===== src/rtl/de3d_tc_mc_rd.sv =====
// Texture-cache MC read side: streams one stored line back out of the lo/hi RAM pair in beat order.
// Optional macro TC_MC_RD_CRIT_EN: start at rd_beat (critical beat first) and wrap modulo BEATS.

module de3d_tc_mc_rd #(
  parameter int unsigned LINE_W = 6,
  parameter int unsigned BEATS  = 4,
  parameter int unsigned DATA_W = 128
) (
  input  logic                            mclock,
  input  logic                            rst,
  input  logic                            rd_req,
  input  logic [LINE_W-1:0]               rd_line,
  input  logic                            rd_ram_sel,
  input  logic [$clog2(BEATS)-1:0]        rd_beat,
  output logic                            rd_ack,
  output logic                            rd_busy,
  output logic                            ram_ren_lo,
  output logic                            ram_ren_hi,
  output logic [LINE_W+$clog2(BEATS)-2:0] ram_addr,
  input  logic [DATA_W-1:0]               ram_dout_lo,
  input  logic [DATA_W-1:0]               ram_dout_hi,
  output logic [DATA_W-1:0]               rd_data,
  output logic                            rd_valid,
  output logic                            rd_last,
  input  logic                            rd_stall
);

  localparam int unsigned BEAT_W = $clog2(BEATS);
  localparam int unsigned ADDR_W = LINE_W + BEAT_W - 1;
  localparam int unsigned FULL_W = LINE_W + BEAT_W;

  typedef enum logic [1:0] {
    ST_IDLE  = 2'd0,
    ST_READ  = 2'd1,
    ST_DRAIN = 2'd2
  } state_e;

  state_e              state_q;
  logic [LINE_W-1:0]   line_q;
  logic                sel_q;
  logic [BEAT_W-1:0]   b_q;
  logic [BEAT_W-1:0]   cnt_q;
  logic [ADDR_W-1:0]   addr_q;
  logic                bank_q;

  logic                p_v_q;
  logic                p_bank_q;
  logic                p_last_q;

  logic                skid_v_q;
  logic                skid_last_q;
  logic [DATA_W-1:0]   skid_data_q;

  logic                rd_valid_q;
  logic                rd_last_q;
  logic [DATA_W-1:0]   rd_data_q;

  logic                ack_c;
  logic                issue_c;
  logic                last_issue_c;
  logic                accept_last_c;
  logic                out_free_c;
  logic [BEAT_W-1:0]   b_d;
  logic [BEAT_W-1:0]   b0_c;
  logic [DATA_W-1:0]   mux_c;

  // Both RAMs hold beat pairs, so the shared address drops the bank bit of the beat index.
  function automatic logic [ADDR_W-1:0] addr_of(input logic [LINE_W-1:0] line,
                                                input logic [BEAT_W-1:0] beat);
    logic [FULL_W-1:0] full;
    full = {line, beat};
    return ADDR_W'(full >> 1);
  endfunction

`ifdef TC_MC_RD_CRIT_EN
  assign b0_c = rd_beat;
`else
  logic unused_rd_beat_c;
  assign unused_rd_beat_c = ^rd_beat;
  assign b0_c = '0;
`endif

  assign ack_c         = rd_req & (state_q == ST_IDLE);
  assign issue_c       = (state_q == ST_READ) & ~rd_stall & ~skid_v_q;
  assign last_issue_c  = (cnt_q == BEAT_W'(BEATS - 1));
  assign b_d           = b_q + BEAT_W'(1);
  assign accept_last_c = rd_valid_q & rd_last_q & ~rd_stall;
  assign out_free_c    = ~rd_valid_q | ~rd_stall;
  assign mux_c         = p_bank_q ? ram_dout_hi : ram_dout_lo;

  // Line sequencer: address and bank of the next beat are precomputed so an issue only gates the enable.
  always_ff @(posedge mclock or posedge rst) begin
    if (rst) begin
      state_q <= ST_IDLE;
      line_q  <= '0;
      sel_q   <= 1'b0;
      b_q     <= '0;
      cnt_q   <= '0;
      addr_q  <= '0;
      bank_q  <= 1'b0;
    end else begin
      case (state_q)
        ST_IDLE: begin
          if (ack_c) begin
            line_q  <= rd_line;
            sel_q   <= rd_ram_sel;
            b_q     <= b0_c;
            cnt_q   <= '0;
            addr_q  <= addr_of(rd_line, b0_c);
            bank_q  <= b0_c[0] ^ rd_ram_sel;
            state_q <= ST_READ;
          end
        end
        ST_READ: begin
          if (issue_c) begin
            b_q    <= b_d;
            cnt_q  <= cnt_q + BEAT_W'(1);
            addr_q <= addr_of(line_q, b_d);
            bank_q <= b_d[0] ^ sel_q;
            if (last_issue_c) begin
              state_q <= ST_DRAIN;
            end
          end
        end
        ST_DRAIN: begin
          if (accept_last_c) begin
            state_q <= ST_IDLE;
          end
        end
        default: state_q <= ST_IDLE;
      endcase
    end
  end

  // Return path: bank tag rides with the read, then output register with a one-entry skid behind it.
  always_ff @(posedge mclock or posedge rst) begin
    if (rst) begin
      p_v_q       <= 1'b0;
      p_bank_q    <= 1'b0;
      p_last_q    <= 1'b0;
      skid_v_q    <= 1'b0;
      skid_last_q <= 1'b0;
      skid_data_q <= '0;
      rd_valid_q  <= 1'b0;
      rd_last_q   <= 1'b0;
      rd_data_q   <= '0;
    end else begin
      p_v_q    <= issue_c;
      p_bank_q <= bank_q;
      p_last_q <= issue_c & last_issue_c;
      if (out_free_c) begin
        if (skid_v_q) begin
          rd_data_q  <= skid_data_q;
          rd_last_q  <= skid_last_q;
          rd_valid_q <= 1'b1;
          skid_v_q   <= 1'b0;
        end else begin
          rd_valid_q <= p_v_q;
          rd_last_q  <= p_v_q & p_last_q;
          if (p_v_q) begin
            rd_data_q <= mux_c;
          end
        end
      end else if (p_v_q) begin
        // Issues stop while the skid is occupied, so it is always empty here.
        skid_data_q <= mux_c;
        skid_last_q <= p_last_q;
        skid_v_q    <= 1'b1;
      end
    end
  end

  assign rd_ack     = ack_c;
  assign rd_busy    = (state_q != ST_IDLE);
  assign ram_ren_lo = issue_c & ~bank_q;
  assign ram_ren_hi = issue_c & bank_q;
  assign ram_addr   = addr_q;
  assign rd_data    = rd_data_q;
  assign rd_valid   = rd_valid_q;
  assign rd_last    = rd_last_q;

endmodule


===== config.mk =====
export PLATFORM = sky130hd
export DESIGN_NAME = de3d_tc_mc_rd
export DESIGN_NICKNAME = d
export VERILOG_FILES = /design/src/rtl/de3d_tc_mc_rd.sv
export SDC_FILE = /design/constraint.sdc
export NUM_CORES = 1
export LEC_CHECK = 0
export BUFFER_PORTS_ARGS = -buffer_cell sky130_fd_sc_hd__buf_2
export CAP_MARGIN = 20
export CELL_PAD_IN_SITES_DETAIL_PLACEMENT = 1
export CELL_PAD_IN_SITES_GLOBAL_PLACEMENT = 1
export CORE_ASPECT_RATIO = 1.5
export CORE_MARGIN = 3
export CORE_UTILIZATION = 40
export DETAILED_ROUTE_END_ITERATION = 8
export HOLD_SLACK_MARGIN = 0.02
export PLACE_DENSITY_LB_ADDON = 0.3
export SYNTH_ARGS = -nofsm -noshare
export SYNTH_HDL_FRONTEND = slang
export SYNTH_SLANG_ARGS = --single-unit

===== constraint.sdc =====
create_clock -name mclock -period 18.6 [get_ports mclock]
set_clock_uncertainty 0.15 [all_clocks]
set_input_delay 0.93 -clock mclock [delete_from_list [all_inputs] [get_ports mclock]]
set_output_delay 0.93 -clock mclock [all_outputs]
set_load 0.05 [all_outputs]

-- Word level (Yosys, flattened, before mapping)
Index checks and enable logic that the tools add are counted.
- register bits after elaboration: 284
- bits in latches: 0
- bits in writable memories: 0
- bits in read-only memories: 0
- output and inout port bits: 141
- logic and storage cells: 74
- memories: 0
- add/sub/neg operators: 2
- $mul: 0
- div/mod/pow operators: 0
- magnitude comparators: 0
- equality and inequality tests: 7
- shifts and indexed selects: 0
- mux-type cells: 23
- bitwise operators: 16
- reductions and logical operators: 10
- operators by type and width (operator ; count):
    $mux 128 ; 3
    $mux 2 ; 7
    $mux 7 ; 2
    $pmux 7 s2 ; 1
    $and 1x1->1 ; 9
    $ne 2x2->1 const B ; 4
    $pmux 2 s2 ; 2
    $reduce_bool 2->1 ; 4
    $mux 1 ; 6
    $pmux 2 s3 ; 1
    $reduce_and 2->1 ; 3
    $not 1->1 ; 5
    $add 2x1->2 const B ; 2
    $eq 2x2->1 const B ; 2
    $reduce_and 4->1 ; 1
    $reduce_and 3->1 ; 1
    $eq 2x1->1 const B ; 1
    $logic_not 2->1 ; 1
    $pmux 1 s2 ; 1
    $or 1x1->1 ; 1
    $xor 1x1->1 ; 1

-- Depth between registers and ports, before layout
- depth after elaboration: 5
- depth in mapped cells: 6

-- Worst setup path after synthesis
Ideal clock, no wire load.
- kind: input-to-output
- start: input rd_stall
- end: output ram_ren_lo
- data arrival time: 2.226 ns
- data required time: 17.520 ns
- slack: 15.294 ns
- stages on the path: 3
- cells stage by stage: nor4b_4 buf_4 nor2b_1
- word-level cells in the longest chain between the ends: 4
- RTL lines (what ; RTL line ; text):
    start, declared ; 25 ; input logic rd_stall
    $not 1->1 ; 84 ; assign issue_c = (state_q == ST_READ) & ~rd_stall & ~skid_v_q;
    $and 1x1->1 (2 in series) ; 84 ;
    net issue_c ; 59 ; logic issue_c;
    $and 1x1->1 ; 175 ; assign ram_ren_lo = issue_c & ~bank_q;
    end, declared ; 17 ; output logic ram_ren_lo,
The timed path passes the listed nets, and every way through them passes these cells.

-- Worst setup path in the final report
- start: register skid_v_q
- end: output ram_ren_hi
- word-level cells in the longest chain between the ends: 3
- RTL lines (what ; RTL line ; text):
    start, declared ; 50 ; logic skid_v_q;
    start signal, assigned ; 141 ; skid_v_q <= 1'b0;
    start signal, assigned ; 156 ; skid_v_q <= 1'b0;
    start signal, assigned ; 168 ; skid_v_q <= 1'b1;
    $not 1->1 ; 84 ;
    $and 1x1->1 ; 84 ;
    $and 1x1->1 ; 176 ; assign ram_ren_hi = issue_c & bank_q;
    end, declared ; 18 ; output logic ram_ren_hi,
Every way passes these cells.

==> qor.yml <==
critical_path_class: "flop to output pin"
crit_fanout: 98
routed_wl_mm: 35.14
startpoint: "skid_v_q"
synth_cells: 1141
track_usage_pct: 19.08
first_global_vias: 10770
overflow: 0
routedWlPerCell_um: 18.07
worstMarginPinSlew_ns: 1.051
drcViolationCount: 0
cts_tree: "done"
core_um2: 32740
gp_congestion: 0.7339
critPathArrivalTime_ns: 2.89
nFillCells: 3688
layout_min_cycle_time_ns: 3.972
htreeDepth: 1
ys_warn_count: 0
row_count: 81
cts_sinks: 283
finalSetupTns_ns: 0
finalHoldViolCount: 0
ys_ff_latch: 283
cap_violations: 0
antenna_found_initial: 0
hp-class: "flop to flop"
die_x_um: 155.1
async_flop_share_pct: 100.0
fin_nets: 1779
grt_start_max_net_pins: 107
instances_no_fill: 1945
cts_max_path_buffers: 3
end_kind: "output pin"
areaGrowthSynthToFinish_pct: 24.23
ir_worst_vdd_v: 0.0001161
numPortBuffers: 407
viasPerCell: 5.058
p_total_uw: 3310
cts_setup_buffers: 0
seqPwrFrac_pct: 33.5
num_antenna_cells: 0
required_ns: 17.52
pin_count: 410
start_util_pct: 40.73
postSynthAreaPerCell_um2: 11.68
setup_viol: 0
grt_pass1_wl_mm: 55.60
drive_gt1_share_pct: 43.92
ff2ff_setup_slack_ns: 15.18
hold_buffers: 0
ant_nets: 0
firstDrtPassIters: 4
netlist-cell-type-count: 34
synth-main-ff-cell: "dfrtp_1"
synth_edf_count: 0
cts_root_buf: "clkbuf_16"
p_switching_uw: 1468
dpl.hpwl_mm: 24.57
status: "completed"
slew_headroom_pct: 29.95
fmax_mhz: 251.7
rsz0062_at_grt: "no"
hold_ws_ns: 0.2981
die_y_um: 229.6
place_inst: 1891
r2r-end: "rd_data[102]"
synth_area_um2: 13330
area.sequential_um2: 7089
power_density_nw_per_um2: 199.9
multi_input_area_um2: 5749
cts_buffers: 29
start_kind: "flop"
p_int_uw: 1843
p_leak_uw: 0.008519
clockPowerShare_pct: 18.7
initialDrtViolationCount: 261
cts-resized-gates: 0
switching_share_pct: 44.33
combPwrFrac_pct: 47.8
clk_latency_ns: 0.55
synth_fp_nets: 1411
finalCritPeriodShare_pct: 21.36
r2r_start: "skid_v_q"
vias: 9837
slew_violations: 0
synth_seq_area_share_pct: 53.12
clkSlewWorstSetupHoldPaths_ns: 0.07
die_area_um2: 35600
critical_path.endpoint: "ram_ren_hi"
reg2reg_depth: 5
==> registers in the layout, summed over array words and instances, names as in the netlist <==
register / cells
skid_v_q: 1
line_q: 6
p_bank_q: 1
p_last_q: 1
bank_q: 1
p_v_q: 1
state_q: 2
sel_q: 1
rd_valid: 1
rd_data: 128
b_q: 1
skid_data_q: 128
skid_last_q: 1
ram_addr: 7
rd_last: 1
cnt_q: 2
==> worst min-delay path by stage <==
stage | start | end | slack, ns | cells past startpoint
floorplan | bank_q | p_bank_q | 0.24 | 0
global placement | bank_q | p_bank_q | 0.29 | 0
detailed placement | bank_q | p_bank_q | 0.29 | 0
CTS | bank_q | p_bank_q | 0.30 | 0
global route | bank_q | p_bank_q | 0.32 | 0
finish | bank_q | p_bank_q | 0.30 | 0
==> power groups by stage <==
| stage | combinational [uW] | clock [uW] | sequential [uW] |
|---|---|---|---|
| after global placement | 1550 | 0 | 1100 |
| final | 1580 | 619 | 1110 |
| after CTS | 1600 | 640 | 1120 |
| after detailed placement | 1590 | 0 | 1120 |
| after global routing | 1700 | 663 | 1150 |
| after floorplan | 760 | 0 | 1570 |
==> cells in the final DEF, fill, tap and decap left out, types with 2 or more instances in the layout <==
cell type / instances
buf_4: 11
o21ai_1: 10
mux2_4: 40
nor2_1: 6
clkbuf_8: 9
nand2_1: 201
clkbuf_16: 29
a21oi_1: 9
nor2b_1: 2
dfrtp_1: 281
bufinv_16: 4
o21ai_0: 188
a22o_1: 2
mux2i_1: 135
clkinv_2: 7
dfrtp_4: 2
and2_1: 2
buf_2: 407
mux2_2: 149
clkinvlp_4: 3
or2_2: 3
mux2_1: 6
nor3_1: 7
==> synthesized netlist by cell type (2+ instances only) <==
master    instances  area (um^2)
a21oi_1           9        45.04
a22o_1            2        17.52
and2_1            2        12.51
buf_2            29        145.1
buf_4             8        60.06
buf_6            17        191.4
clkbuf_1         28        105.1
dfrtp_1         283         7082
inv_1             2        7.510
mux2_1            6        67.56
mux2_2          149         1678
mux2_4           40        600.6
mux2i_1         135         1351
nand2_1         201        754.5
nor2_1            6        22.52
nor2b_1           2        12.51
nor3_1            7        35.03
o21ai_0         188        940.9
o21ai_1          10        50.05
or2_2             3        18.77
==> layout make-up <==
cell class / instances / area share, %
Multi-Input combinational cell: 772 / 34.71
Timing Repair Buffer: 420 / 13.03
Sequential cell: 283 / 42.80
Inverter: 3 / 0.1209
Clock inverter: 13 / 1.043
Tap cell: 415 / 3.135
Clock buffer: 39 / 5.152
==> per-stage QoR <==
| stage | setup WS (ns) | cell area, um^2 | util, % |
|---|---|---|---|
| after detailed placement | 15.11 | 15500 | 47.34 |
| final | 14.63 | 16560 | 50.59 |
| after floorplan | 9.713 | 13330 | - |
| after global routing | 14.42 | 16560 | 50.59 |
| after CTS | 14.59 | 16520 | 50.48 |
| after global placement | 15.15 | 15500 | 47.34 |
==> layer usage <==
layer / GRT usage [%] / up-vias / share of wire (%)
met5: 0 / - / 0
li1: - / 4682 / -
met4: 6.076 / 0 / 3.0
met1: 21.30 / 4834 / 37
met3: 3.459 / 53 / 5.6
met2: 36.12 / 268 / 54
==> worst max-delay path: stages, from the launching register on <==
cell and delay [ns]:
dfrtp_4 0.74, buf_4 0.83, nor4b_4 0.10, buf_4 0.24, and2_1 0.17, buf_2 0.21
==> cell families after synthesis <==
kind of cell | after synthesis | synth area share, %
buffers and inverters | 86 | 3.885
xor gates and xnor gates | 1 | 0.06571
adders and majority gates | 1 | 0.09384
and+or+nand+nor | 227 | 6.926
AOI/OAI and AO/OA | 213 | 8.175
DFF | 283 | 53.12
muxes | 330 | 27.73
Note: power is estimated with default switching activity, not from simulation.
